[config.mk]
export PLATFORM = sky130hd
export DESIGN_NAME = imem_boot_loader
export DESIGN_NICKNAME = d
export VERILOG_FILES = /design/src/rtl/boot_loader_pkg.sv /design/src/rtl/imem_boot_loader_word_assembler.sv /design/src/rtl/imem_boot_loader.sv
export SDC_FILE = /design/constraint.sdc
export NUM_CORES = 1
export LEC_CHECK = 0
export BUFFER_PORTS_ARGS = -buffer_cell sky130_fd_sc_hd__buf_2
export CAP_MARGIN = 30
export CORE_MARGIN = 2
export CORE_UTILIZATION = 40
export DETAILED_ROUTE_END_ITERATION = 8
export HOLD_SLACK_MARGIN = 0.05
export SKIP_LAST_GASP = 1
export SLEW_MARGIN = 20
export SYNTH_ARGS = -nofsm -noshare
export SYNTH_HDL_FRONTEND = slang
export SYNTH_SLANG_ARGS = --single-unit
[constraint.sdc]
create_clock -name clk -period 3.7 [get_ports clk]
set_input_delay 0.185 -clock clk [delete_from_list [all_inputs] [get_ports clk]]
set_output_delay 0.185 -clock clk [all_outputs]
set_load 0.03 [all_outputs]
[src/rtl/boot_loader_pkg.sv]
// Shared types and constants for the instruction-memory boot loader.
package boot_loader_pkg;

    typedef enum logic [2:0] {
        IDLE,
        LEN_LO,
        LEN_HI,
        DATA,
        CHECK,
        RUN,
        ERROR
    } state_t;

    localparam logic [7:0] DEFAULT_SYNC_BYTE = 8'hA5;

    function automatic int timeout_cnt_w(input int timeout_cyc);
        return $clog2(timeout_cyc + 1);
    endfunction

endpackage

[src/rtl/imem_boot_loader_word_assembler.sv]
// Packs little-endian bytes into 32-bit words; flags the byte that completes a word.
module word_assembler (
    input  logic        clk,
    input  logic        rst_n,
    input  logic        clear,
    input  logic        byte_valid,
    input  logic [7:0]  byte_data,
    output logic        word_valid,
    output logic [31:0] word
);

    logic [1:0]  byte_idx;
    logic [23:0] shift;

    // The 4th byte is combined combinationally so the write can be registered one cycle later.
    assign word_valid = byte_valid && !clear && (byte_idx == 2'd3);
    assign word       = {byte_data, shift};

    always_ff @(posedge clk or negedge rst_n) begin
        if (!rst_n) begin
            byte_idx <= '0;
            shift    <= '0;
        end else if (clear) begin
            byte_idx <= '0;
            shift    <= '0;
        end else if (byte_valid) begin
            byte_idx <= byte_idx + 2'd1;
            shift    <= {byte_data, shift[23:8]};
        end
    end

endmodule

[src/rtl/imem_boot_loader.sv]
// Loads a framed, checksummed byte stream into IMEM and holds the core in reset until it is valid.
module imem_boot_loader
    import boot_loader_pkg::*;
#(
    parameter int         ADDR_W      = 8,
    parameter logic [7:0] SYNC_BYTE   = DEFAULT_SYNC_BYTE,
    parameter int         TIMEOUT_CYC = 100000
) (
    input  logic              clk,
    input  logic              rst_n,
    input  logic              rx_valid,
    input  logic [7:0]        rx_data,
    input  logic              reload,
    output logic              imem_we,
    output logic [ADDR_W-1:0] imem_addr,
    output logic [31:0]       imem_wdata,
    output logic              core_rst_n,
    output logic              done,
    output logic              error
);

    localparam int              TO_W      = timeout_cnt_w(TIMEOUT_CYC);
    localparam logic [16:0]     MAX_WORDS = 17'(2 ** ADDR_W);
    localparam logic [TO_W-1:0] TO_LAST   = TO_W'(TIMEOUT_CYC - 1);

    state_t            state, state_next;
    logic [7:0]        len_lo;
    logic [15:0]       n_words;
    logic [ADDR_W:0]   addr_cnt;
    logic [7:0]        chk;
    logic [TO_W-1:0]   idle_cnt;
    logic [16:0]       len_full;
    logic              timed, timeout_hit, data_byte, word_valid, word_fire, last_word;
    logic [31:0]       word;

    assign len_full    = {1'b0, rx_data, len_lo};
    assign timed       = state inside {LEN_LO, LEN_HI, DATA, CHECK};
    assign timeout_hit = timed && !rx_valid && (idle_cnt == TO_LAST);
    assign data_byte   = (state == DATA) && rx_valid;
    assign word_fire   = data_byte && word_valid;
    assign last_word   = (32'(addr_cnt) + 32'd1) == 32'(n_words);

    // Leaving DATA for any reason discards a partially assembled word.
    word_assembler u_word_assembler (
        .clk        (clk),
        .rst_n      (rst_n),
        .clear      (state != DATA),
        .byte_valid (data_byte),
        .byte_data  (rx_data),
        .word_valid (word_valid),
        .word       (word)
    );

    always_comb begin
        state_next = state;
        unique case (state)
            IDLE:   if (rx_valid && rx_data == SYNC_BYTE) state_next = LEN_LO;
            LEN_LO: if (rx_valid) state_next = LEN_HI;
            LEN_HI: begin
                if (rx_valid) begin
                    if (len_full > MAX_WORDS)   state_next = ERROR;
                    else if (len_full == 17'd0) state_next = CHECK;
                    else                        state_next = DATA;
                end
            end
            DATA:   if (word_fire && last_word) state_next = CHECK;
            CHECK:  if (rx_valid) state_next = (rx_data == chk) ? RUN : ERROR;
            RUN:    if (reload) state_next = IDLE;
            ERROR:  if (rx_valid && rx_data == SYNC_BYTE) state_next = LEN_LO;
            default: state_next = IDLE;
        endcase
        if (timeout_hit) state_next = ERROR;
    end

    always_ff @(posedge clk or negedge rst_n) begin
        if (!rst_n) begin
            state      <= IDLE;
            len_lo     <= '0;
            n_words    <= '0;
            addr_cnt   <= '0;
            chk        <= '0;
            idle_cnt   <= '0;
            imem_we    <= 1'b0;
            imem_addr  <= '0;
            imem_wdata <= '0;
            core_rst_n <= 1'b0;
            done       <= 1'b0;
            error      <= 1'b0;
        end else begin
            state    <= state_next;
            idle_cnt <= (timed && !rx_valid) ? idle_cnt + 1'b1 : '0;

            if (state == LEN_LO && rx_valid) len_lo <= rx_data;

            if (state == LEN_HI && rx_valid) begin
                n_words  <= {rx_data, len_lo};
                addr_cnt <= '0;
                chk      <= '0;
            end else begin
                if (word_fire) addr_cnt <= addr_cnt + 1'b1;
                if (data_byte) chk <= chk ^ rx_data;
            end

            imem_we <= word_fire;
            if (word_fire) begin
                imem_addr  <= addr_cnt[ADDR_W-1:0];
                imem_wdata <= word;
            end

            // Status flags follow the state being entered, so they change one cycle after the event.
            core_rst_n <= (state_next == RUN);
            done       <= (state_next == RUN);
            error      <= (state_next == ERROR);
        end
    end

endmodule

# After elaboration in Yosys (flattened, before gate mapping)
# Index checks and enable logic that the tools add are counted.
[totals]
out_inout_bits = 44
word_cells = 72
reg_bits = 130
[op_classes]
mux = 20
reduce_logical = 19
order_cmp = 1
addsub = 4
eq_ne = 14
bitwise = 1
[ops]
columns = ["operator", "count"]
rows = [
  ["two-way mux 24 bit", 2],
  ["two-way mux 3 bit", 9],
  ["two-way mux 9 bit", 2],
  ["case mux 3 bit (6 select lines)", 1],
  ["adder 17 x 1 -> 17 bit, second input constant", 1],
  ["== test 17 bit, second input constant", 1],
  ["logical NOT 17 bit", 1],
  ["two-way mux 17 bit", 1],
  ["== test 10 x 16 -> 1 bit", 1],
  ["> comparator 16 x 9 -> 1 bit, second input constant", 1],
  ["two-way mux 8 bit", 2],
  ["== test 3 bit, second input constant", 5],
  ["adder 9 x 1 -> 10 bit, second input constant", 1],
  ["logical AND 1 bit", 10],
  ["adder 9 x 1 -> 9 bit, second input constant", 1],
  ["== test 8 bit", 1],
  ["== test 8 bit, second input constant", 1],
  ["XOR 8 bit", 1],
  ["== test 3 x 2 -> 1 bit, second input constant", 2],
  ["two-way mux 2 bit", 3],
  ["nonzero test 2 bit", 3],
  ["nonzero test 4 bit", 1],
  ["== test 3 x 1 -> 1 bit, second input constant", 1],
  ["logical NOT 3 bit", 1],
  ["other kinds (5)", 6],
]

# Logic depth before layout (Yosys ltp)
# Gate-level depths: netlist (run 1).
[logic_depth]
word_depth = 10
depth_mapped = 10
mapped_depth_nobuf = 7

# Modules after synthesis
# Synthesis (run 1) repeated with hierarchy kept, for this count alone.
[hier_totals]
hier_cells = 637
hier_area_um2 = 6013.3
[modules_own_cells]
columns = ["mod", "instances", "cells_per_inst", "seq_area_each_um2", "area_per_inst_um2"]
rows = [
  ["imem_boot_loader", 1, 542, 2602.5, 4857.2],
  ["word_assembler", 1, 95, 650.6, 1156.1],
]

# Worst setup path before layout (run 1)
# No wires, ideal clock.
[synth_timing]
path_type = "reg2reg"
start = "reg addr_cnt[0]"
end = "reg state[0]"
t_required_ns = 3.564
slack_ns = 1.741
stages_incl_launch_ff = 8
setup_time_ns = 0.136
t_arrival_ns = 1.822
cell_sequence = "dfrtp_1 > ha_1 > nand3_2 > or3_1 > a211oi_2 > o2111ai_1 > o21ai_1 > o21bai_1"
[synth_between]
elab_chain_len = 6
[synth_lines]
columns = ["element", "line", "text"]
rows = [
  ["start, declared", "imem_boot_loader.sv:29", "logic [ADDR_W:0] addr_cnt;"],
  ["start signal, assigned", "imem_boot_loader.sv:100", "if (word_fire) addr_cnt <= addr_cnt + 1'b1;"],
  ["adder 9 x 1 -> 10 bit", "imem_boot_loader.sv:41", "assign last_word = (32'(addr_cnt) + 32'd1) == 32'(n_words);"],
  ["== test 10 x 16 -> 1 bit", "imem_boot_loader.sv:41", ""],
  ["logical AND 1 bit", "imem_boot_loader.sv:66", "DATA: if (word_fire && last_word) state_next = CHECK;"],
  ["two-way mux 3 bit", "imem_boot_loader.sv:66", ""],
  ["case mux 3 bit (6 select lines)", "imem_boot_loader.sv:56", "unique case (state)"],
  ["two-way mux 3 bit", "imem_boot_loader.sv:72", "if (timeout_hit) state_next = ERROR;"],
  ["named net state_next[0]", "imem_boot_loader.sv:26", "state_t state, state_next;"],
  ["end signal, assigned", "imem_boot_loader.sv:90", "state <= state_next;"],
  ["end, declared", "imem_boot_loader.sv:26", ""],
]
# The timed path passes the listed nets, and every way through them passes these cells.
# A chain may end at the register's enable or synchronous reset.

# Final worst setup path (run 1)
[layout_timing]
start = "reg state[2]"
end = "reg addr_cnt[7]"
[layout_between]
elab_chain_len = 6
word_cells_on_any_way = 11
[layout_lines]
columns = ["element", "line", "text"]
rows = [
  ["== test 3 x 2 -> 1 bit or != test 3 x 2 -> 1 bit (tied branches)", "imem_boot_loader.sv:39, imem_boot_loader.sv:47", ""],
  ["logical AND 1 bit or logical NOT 1 bit (tied branches)", "imem_boot_loader.sv:39, imem_boot_loader_word_assembler.sv:16", ""],
  ["logical AND 1 bit (2 in a row)", "imem_boot_loader_word_assembler.sv:16", "assign word_valid = byte_valid && !clear && (byte_idx == 2'd3);"],
  ["logical AND 1 bit", "imem_boot_loader.sv:40", "assign word_fire = data_byte && word_valid;"],
  ["nonzero test 2 bit (no line)", "-", ""],
]
# Several ways; a longest one is shown, not always the timed one.

==> results of run 1 <==
==> stage by stage <==
step / std cells / setup WS (ps)
floorplan: 603 / 1740
global placement: 811 / 1110
detailed placement: 812 / 1010
CTS: 845 / 999
global route: 845 / 701
finish: 845 / 996
==> layer usage <==
metal,up-vias,wire length (um),GRT usage,share of wire
met5,-,0,0,0
li1,2102,-,-,-
met1,2121,6110,0.232,0.47
met2,97,6170,0.265,0.47
met3,11,626,0.0451,0.048
met4,0,156,0.0685,0.012
==> power by group through the flow <==
stage | Combinational [mW] | Sequential (mW) | Clock (mW)
6_report | 0.409 | 1.61 | 1.64
3_5_place_dp | 0.413 | 1.63 | 0
5_1_grt | 0.452 | 1.62 | 1.74
3_3_place_gp | 0.398 | 1.63 | 0
4_1_cts | 0.416 | 1.61 | 1.67
2_1_floorplan | 0.328 | 1.60 | 0
==> registers in the layout (all words and copies together), names as in the netlist <==
signal and flops:
addr_cnt 9, chk 8, done 1, error 1, idle_cnt 17, imem_addr 8, imem_wdata 32, imem_we 1
len_lo 8, n_words 16, state 3, u_word_assembler.byte_idx 2, u_word_assembler.shift 24
==> cell families (layout without fill, tap and decap cells) <==
family / count (synthesis) / after routing
and+or+nand+nor: 288 / 288
DFF: 130 / 130
AOI/OAI and AO/OA: 52 / 52
muxes: 50 / 50
buffers and inverters: 42 / 100
xor gates and xnor gates: 38 / 38
adders and majority gates: 3 / 3
==> final cells by class <==
type / instances / area (um2) / area share
repair buffers: 61 / 350 / 0.0503
flip-flops and latches: 130 / 3250 / 0.467
clock buffers: 20 / 447 / 0.0641
inverters: 7 / 26.3 / 0.00377
clock inverters: 12 / 133 / 0.0190
multi-input cells: 431 / 2530 / 0.363
well taps: 184 / 230 / 0.0330
==> timing repair <==
item                      CTS  global route
hold buffers                1             0
buffers inserted            0             0
hold endpoints to repair   47             0
==> cell usage after synthesis (all sizes together), types with 2 or more instances <==
master	number	area, um2
nand2	157	592
dfrtp	130	3250
nor2	68	258
o21ai	27	135
mux2i	26	260
mux2	24	270
xnor2	24	210
nand3	20	110
buf	19	116
clkbuf	16	60.1
xor2	14	123
nor3	8	56.3
inv	7	26.3
nand4	7	43.8
nor4	7	73.8
and3	5	32.5
a31oi	4	25.0
o31ai	4	30.0
a21oi	3	15.0
ha	3	37.5
or3	3	18.8
and4	2	18.8
nand2b	2	12.5
nor2b	2	12.5
or2	2	12.5
==> critical path, delay by kind of cell, from the launching register on <==
kind	cells	cell delay, ps
AND/OR/NAND/NOR	5	1120
AO/OA/AOI/OAI	1	60
flip-flops	1	530
buffers and inverters	3	840
==> path summary, 6_finish.rpt <==
check	start	slack, ps	end
hold / removal	rx_data[3]	110	imem_wdata[27]
setup / recovery	state[2]	1000	addr_cnt[7]
setup reg to reg	state[2]	1000	addr_cnt[7]
hold reg to reg	imem_addr[7]	470	imem_addr[7]
min in group asynchronous	rst_n	340	imem_we
max in group asynchronous	rst_n	2640	idle_cnt[2]
==> layout by cell type, fill, tap and decap left out, drive strengths merged, types with 9 or more instances in the layout <==
master  count
nand2     157
dfrtp     130
nor2       68
buf        60
o21ai      27
mux2i      26
xnor2      24
mux2       24
nand3      20
clkbuf     20
xor2       14
inv         9
==> reports/summary.txt, run 1 <==
FLOORPLANNING
------------------------------------------------------------------------------------
Number of standard-cell rows in the floorplan                                     44
Die ar.                                                                   16,000 um2
Number of top-level pins                                                          56
Die Y                                                                         126 um
Core Footprint                                                            14,600 um2
Initial Utilization                                                            0.410
Die width                                                                     126 um

ROUTE
------------------------------------------------------------------------------------
Wire length reported by the detailed router                                  13.1 mm
Post-DR wirelength/cell                                                      15.5 um
Vias per Instance                                                               5.13
DRC violation count after routing                                                  0
First-pass DRT Iterations                                                          7
Detail Route Antenna Nets                                                          0
Via total after detailed routing                                               4,331
First-iteration detailed-routing DRC count                                       341

SYNTH
------------------------------------------------------------------------------------
Synthesized area                                                            5980 um2
Gate count after technology mapping                                              603
Total nets after synthesis                                                       618
Post-synthesis sequential area ratio                                           0.544
Number of warnings issued by yosys                                                 0
Parity-gate share of the synthesized area counting xor and xnor cells         0.0556
EDFF count, synth                                                                  0
Count of state elements after synthesis                                          130
Primary flip-flop cell chosen by synthesis mapping                           dfrtp_1
Compound-cell area share of the yosys netlist                                 0.0560
Mux cell area share after synthesis                                           0.0886
Adder and majority cell fraction of the synthesized area                     0.00627
Synth async-reset ratio                                                         1.00
Simple logic cell fraction of the synthesized area                             0.216
Main combinational cell family by area after synthesis                  simple AND/OR/NAND/NOR gates
Number of distinct library cells after synthesis                                  57
Average footprint of a synthesized cell                                     9.92 um2

CLOCKING
------------------------------------------------------------------------------------
Clock net sink count                                                             130
Clock transition at path regs                                                  60 ps
Gates resized, CTS repair                                                          0
Clock tree from TritonCTS                                                       done
CTS root buf                                                               clkbuf_16
TritonCTS Buffers                                                                 17
Clock latency on the worst-skew pair                                          420 ps
CTS HTree Levels                                                                   4
Buffer levels on the longest clock path                                            2

WORST SETUP PATH
------------------------------------------------------------------------------------
Crit-path slowest cell                                                       dfrtp_1
Crit Path Category                                                           reg2reg
Worst path max stage delay                                                    530 ps
Cell repeated most along the worst path                                      nand2_1
Setup crit start kind                                                       register
Arrival time at the worst endpoint                                           3020 ps
Critical Path Sink Type                                                     register
Highest fanout seen on the critical path                                          48
Depth of the most critical reg-to-reg path                                         9
Cells traversed along the worst timing path                             and4b_1 -> nand2_2 -> buf_4 -> inv_1 -> buf_4 -> nand2_1 -> nand2_1 -> nand2_1 -> o31ai_1
Worst endpoint required time                                                 4020 ps

TIMING
------------------------------------------------------------------------------------
Fmax                                                                         370 MHz
Final number of setup-violating endpoints                                          0
Hold WS                                                                       106 ps
Unrepaired setup endpoints after global routing                                false
Worst-case headroom to the max-slew limit                                      0.468
Final period util                                                              0.731
Min cycle time layout                                                        2700 ps
Pin slew with the least headroom to its limit                                 794 ps
Hold Vio Cnt, Final                                                                0
Post-route clock skew                                                        16.9 ps
Max Transition Viols Final                                                         0
Setup total negative slack                                                      0 ps

STATUS
------------------------------------------------------------------------------------
Result of the run                                                       finished clean

FINISH
------------------------------------------------------------------------------------
Number of antenna cells inserted                                                   0
Share of post-route cells with drive strength above 1                          0.195
Number of fillers in the final layout                                          1,329
Final standard cell area without fillers                                    6970 um2
Nets                                                                             663
Area Overhead vs Synth                                                         16.4%
Post-Route Utilization                                                         0.478

GRT
------------------------------------------------------------------------------------
Residual overflow from global routing                                              0
Largest net degree at the start of global routing                                 50
Overall routing resource usage                                                 0.171
Initial antenna violation count                                                    0
Wire length of the first global-routing pass                                 21.7 mm
Number of global-route vias before repair                                      4,162

POWER
------------------------------------------------------------------------------------
Overall power consumption                                                    3.66 mW
Switching fraction of total power                                              0.255
Gate power share                                                               0.112
Switching power summed over all nets                                        0.934 mW
IR Drop Worst-Case VDD                                                        311 uV
Cell internal power dissipation                                              2.72 mW
Share of power burned in the clock network                                     0.449
Flop pwr share                                                                 0.439
Static leakage                                                               3.38 nW
Total power per unit cell area                                            525 nW/um2

RUN
------------------------------------------------------------------------------------
Number of maximum-capacitance violations                                           0

HOLD PATH
------------------------------------------------------------------------------------
Number of cells traversed by the worst hold path                                   3
Path category of the worst min-delay check                                    in2reg

PLACED DESIGN
------------------------------------------------------------------------------------
Post-place instance area                                                    6380 um2
Number of buffers inserted by port buffering                                      55
Placed wire-length estimate after detailed placement                         8.88 mm
RePlAce Congestion                                                             0.807

Note: power is estimated with default switching activity, not from simulation.
==> run 2, diff against run 1 <==
Settings changed: ABC_AREA set to 1.
Clock period 3.7 ns to 2.5 ns, I/O delays scaled along.
==> run 2 against run 1 <==
Compared with the run above:
- first-iteration DRC count shrank 8.8%
- maximum frequency grew 40%
- clock skew shrank 11 ps
- non-clock buffer count is the same
- flip-flop and latch count is the same
- routed wire length shrank 0.53%
- hold slack lost 37 ps
- clock power grew 52%
- register-to-register slack lost 430 ps
- cell count grew 8.4%
- synthesized area shrank 3.0%
- critical path type unchanged
- critical endpoint is now done
- largest cell class unchanged
- highest routed layer unchanged
==> reports/summary.txt, run 2 <==
STATUS
----------------------------------------------------------------------------
Result of the run                                               finished clean

CLOCKING
----------------------------------------------------------------------------
Clock net sink count                                                     130
CTS root buf                                                       clkbuf_16
Clock transition at path regs                                          60 ps
CTS HTree Levels                                                           4
Buffer levels on the longest clock path                                    2
TritonCTS Buffers                                                         17
Clock latency on the worst-skew pair                                  420 ps
Clock tree from TritonCTS                                               done
Gates resized, CTS repair                                                  0

WORST SETUP PATH
----------------------------------------------------------------------------
Crit-path slowest cell                                               dfrtp_1
Arrival time at the worst endpoint                                   2240 ps
Setup crit start kind                                               register
Highest fanout seen on the critical path                                   7
Cells traversed along the worst timing path                     ha_1 -> nand2_4 -> nor2_4 -> nand2_2 -> nand2_2 -> nand2_1 -> nand2_1 -> nand2_1 -> nor2_2 -> nand3_2 -> nand2_2 -> nand2_1 -> nand2_2 -> nor2_2
Worst r2r dst                                                           done
Worst path max stage delay                                            470 ps
Startpoint of the worst register-to-register path                addr_cnt[0]
FF-to-FF setup slack                                                  570 ps
Depth of the most critical reg-to-reg path                                14
Critical Path Sink Type                                             register
Crit Path Category                                                   reg2reg
Worst endpoint required time                                         2810 ps

GRT
----------------------------------------------------------------------------
Residual overflow from global routing                                      0
Overall routing resource usage                                         0.177
Largest net degree at the start of global routing                         59
Initial antenna violation count                                            0
Number of global-route vias before repair                              4,450
Wire length of the first global-routing pass                         22.1 mm

SYNTH
----------------------------------------------------------------------------
Post-synth top cells                                            157 x nand2_1, 130 x dfrtp_1, 75 x inv_1
Average footprint of a synthesized cell                             8.80 um2
Number of warnings issued by yosys                                         0
Primary flip-flop cell chosen by synthesis mapping                   dfrtp_1
Leading cell types by total area after synthesis                dfrtp_1 56%, nand2_1 10%, o21ai_0 6.1%, inv_1 4.8%, o22ai_1 2.9%
EDFF count, synth                                                          0
Count of state elements after synthesis                                  130
Number of distinct library cells after synthesis                          36
Post-synthesis sequential area ratio                                   0.560
Total nets after synthesis                                               675
Gate count after technology mapping                                      660
Most common cell in the netlist                                      nand2_1
Synth async-reset ratio                                                 1.00
Area fraction of the dominant cell type after synthesis                0.560
Synthesized area                                                    5810 um2
Cell type with the highest aggregate area in the netlist             dfrtp_1

FLOORPLANNING
----------------------------------------------------------------------------
Die Y                                                                 124 um
Die width                                                             124 um
Number of standard-cell rows in the floorplan                             44
Die ar.                                                           15,500 um2
Number of top-level pins                                                  56
Core Footprint                                                    14,400 um2
Initial Utilization                                                    0.404

ROUTE
----------------------------------------------------------------------------
Via total after detailed routing                                       4,648
DRC violation count after routing                                          0
Vias per Instance                                                       5.07
First-pass DRT Iterations                                                  5
First-iteration detailed-routing DRC count                               311
Post-DR wirelength/cell                                              14.2 um
Wire length reported by the detailed router                          13.0 mm
Detail Route Antenna Nets                                                  0

TIMING
----------------------------------------------------------------------------
Setup total negative slack                                              0 ps
Min cycle time layout                                                1930 ps
Post-route clock skew                                                5.98 ps
Unrepaired setup endpoints after global routing                        false
Max Transition Viols Final                                                 0
Final period util                                                      0.773
Fmax                                                                 518 MHz
Pin slew with the least headroom to its limit                         737 ps
Final number of setup-violating endpoints                                  0
Worst-case headroom to the max-slew limit                              0.508
Hold Vio Cnt, Final                                                        0

FINISH
----------------------------------------------------------------------------
Flip-flop count of the largest register after layout                      32
Most flops, register                                              imem_wdata
Most common library cell in the layout ignoring fill and taps        nand2_1
Non-filler instance count after layout                                   916
Number of antenna cells inserted                                           0
Area Overhead vs Synth                                                 18.9%
Share of post-route cells with drive strength above 1                  0.172
Nets                                                                     735
Largest registers                                               imem_wdata x32, u_word_assembler.shift x24, idle_cnt x17
Commonest cells after routing, fill and taps aside              157 x nand2_1, 130 x dfrtp_1, 75 x inv_1

HOLD PATH
----------------------------------------------------------------------------
Beginning of the worst hold path                                  rx_data[1]
Hold worst-path end                                               n_words[9]
Number of cells traversed by the worst hold path                           3
Path category of the worst min-delay check                            in2reg

PLACED DESIGN
----------------------------------------------------------------------------
Placed wire-length estimate after detailed placement                 8.89 mm
# placed instances                                                       884
RePlAce Congestion                                                     0.837
Number of buffers inserted by port buffering                              55

POWER
----------------------------------------------------------------------------
Static leakage                                                       3.34 nW
Flop pwr share                                                         0.410
Gate power share                                                       0.190
Switching fraction of total power                                      0.301
IR Drop Worst-Case VDD                                                478 uV
Total power per unit cell area                                    904 nW/um2
Switching power summed over all nets                                 1.88 mW
Share of power burned in the clock network                             0.400
Cell internal power dissipation                                      4.36 mW

RUN
----------------------------------------------------------------------------
Number of maximum-capacitance violations                                   0

run 2: through the flow:
stage | hold WS [ps] | utilization | total power [mW] | area, um2 | setup WS [ps]
after floorplan | -171 | - | 3.42 | 5810 | 808
after global placement | 135 | 0.438 | 3.72 | 6290 | 666
after detailed placement | 147 | 0.438 | 3.76 | 6290 | 604
after CTS | 60.9 | 0.480 | 6.27 | 6900 | 580
after global routing | 88.8 | 0.480 | 6.56 | 6900 | 321
final | 68.1 | 0.480 | 6.24 | 6900 | 568
run 2: cells by family (layout without fill, tap and decap cells):
group	Yosys count	after routing	share of synthesized area
fa+ha+maj	3	3	0.00646
simple gates	285	285	0.229
xor+xnor	9	9	0.0136
compound gates	129	129	0.122
flops	130	130	0.560
buf+inv	104	176	0.0692
run 2: timing repair:
action                                  CTS  global route
endpoints found under the setup margin    0             0
hold buffers                              1             0
buffers inserted                          0             0
endpoints found under the hold margin    36             0
run 2: layer usage:
metal,routed length (um),global-route usage
met5,0,0
met4,201,0.0694
met3,475,0.0391
met2,6120,0.278
met1,6210,0.241
run 2: area by class of cell:
| class | count | area, um2 |
|---|---|---|
| multi-input cells | 426 | 2150 |
| clock inverters | 7 | 98.8 |
| inverters | 84 | 315 |
| clock buffers | 24 | 502 |
| repair buffers | 61 | 350 |
| flip-flops and latches | 130 | 3250 |
| fillers | 1329 | 7470 |
| well taps | 184 | 230 |
run 2: worst max-delay path by stage:
stage / to / slack [ps] / start / cells past startpoint
finish: done / 570 / addr_cnt[0] / 14
global route: error / 320 / addr_cnt[0] / 12
CTS: done / 580 / state[2] / 12
detailed placement: state[0] / 600 / addr_cnt[0] / 12
global placement: done / 670 / addr_cnt[0] / 12
floorplan: done / 810 / addr_cnt[0] / 12
run 2: power groups by stage:
stage | logic (mW) | registers, mW | clock network [mW]
after global placement | 1.14 | 2.58 | 0
final | 1.18 | 2.56 | 2.50
after detailed placement | 1.17 | 2.59 | 0
after floorplan | 0.869 | 2.55 | 0
after CTS | 1.19 | 2.56 | 2.53
after global routing | 1.35 | 2.60 | 2.62
run 2: critical path, delay by kind of cell (launching register included):
| kind | cells | cell delay (ps) |
|---|---|---|
| fa+ha+maj | 1 | 330 |
| flops | 1 | 470 |
| simple gates | 13 | 1030 |
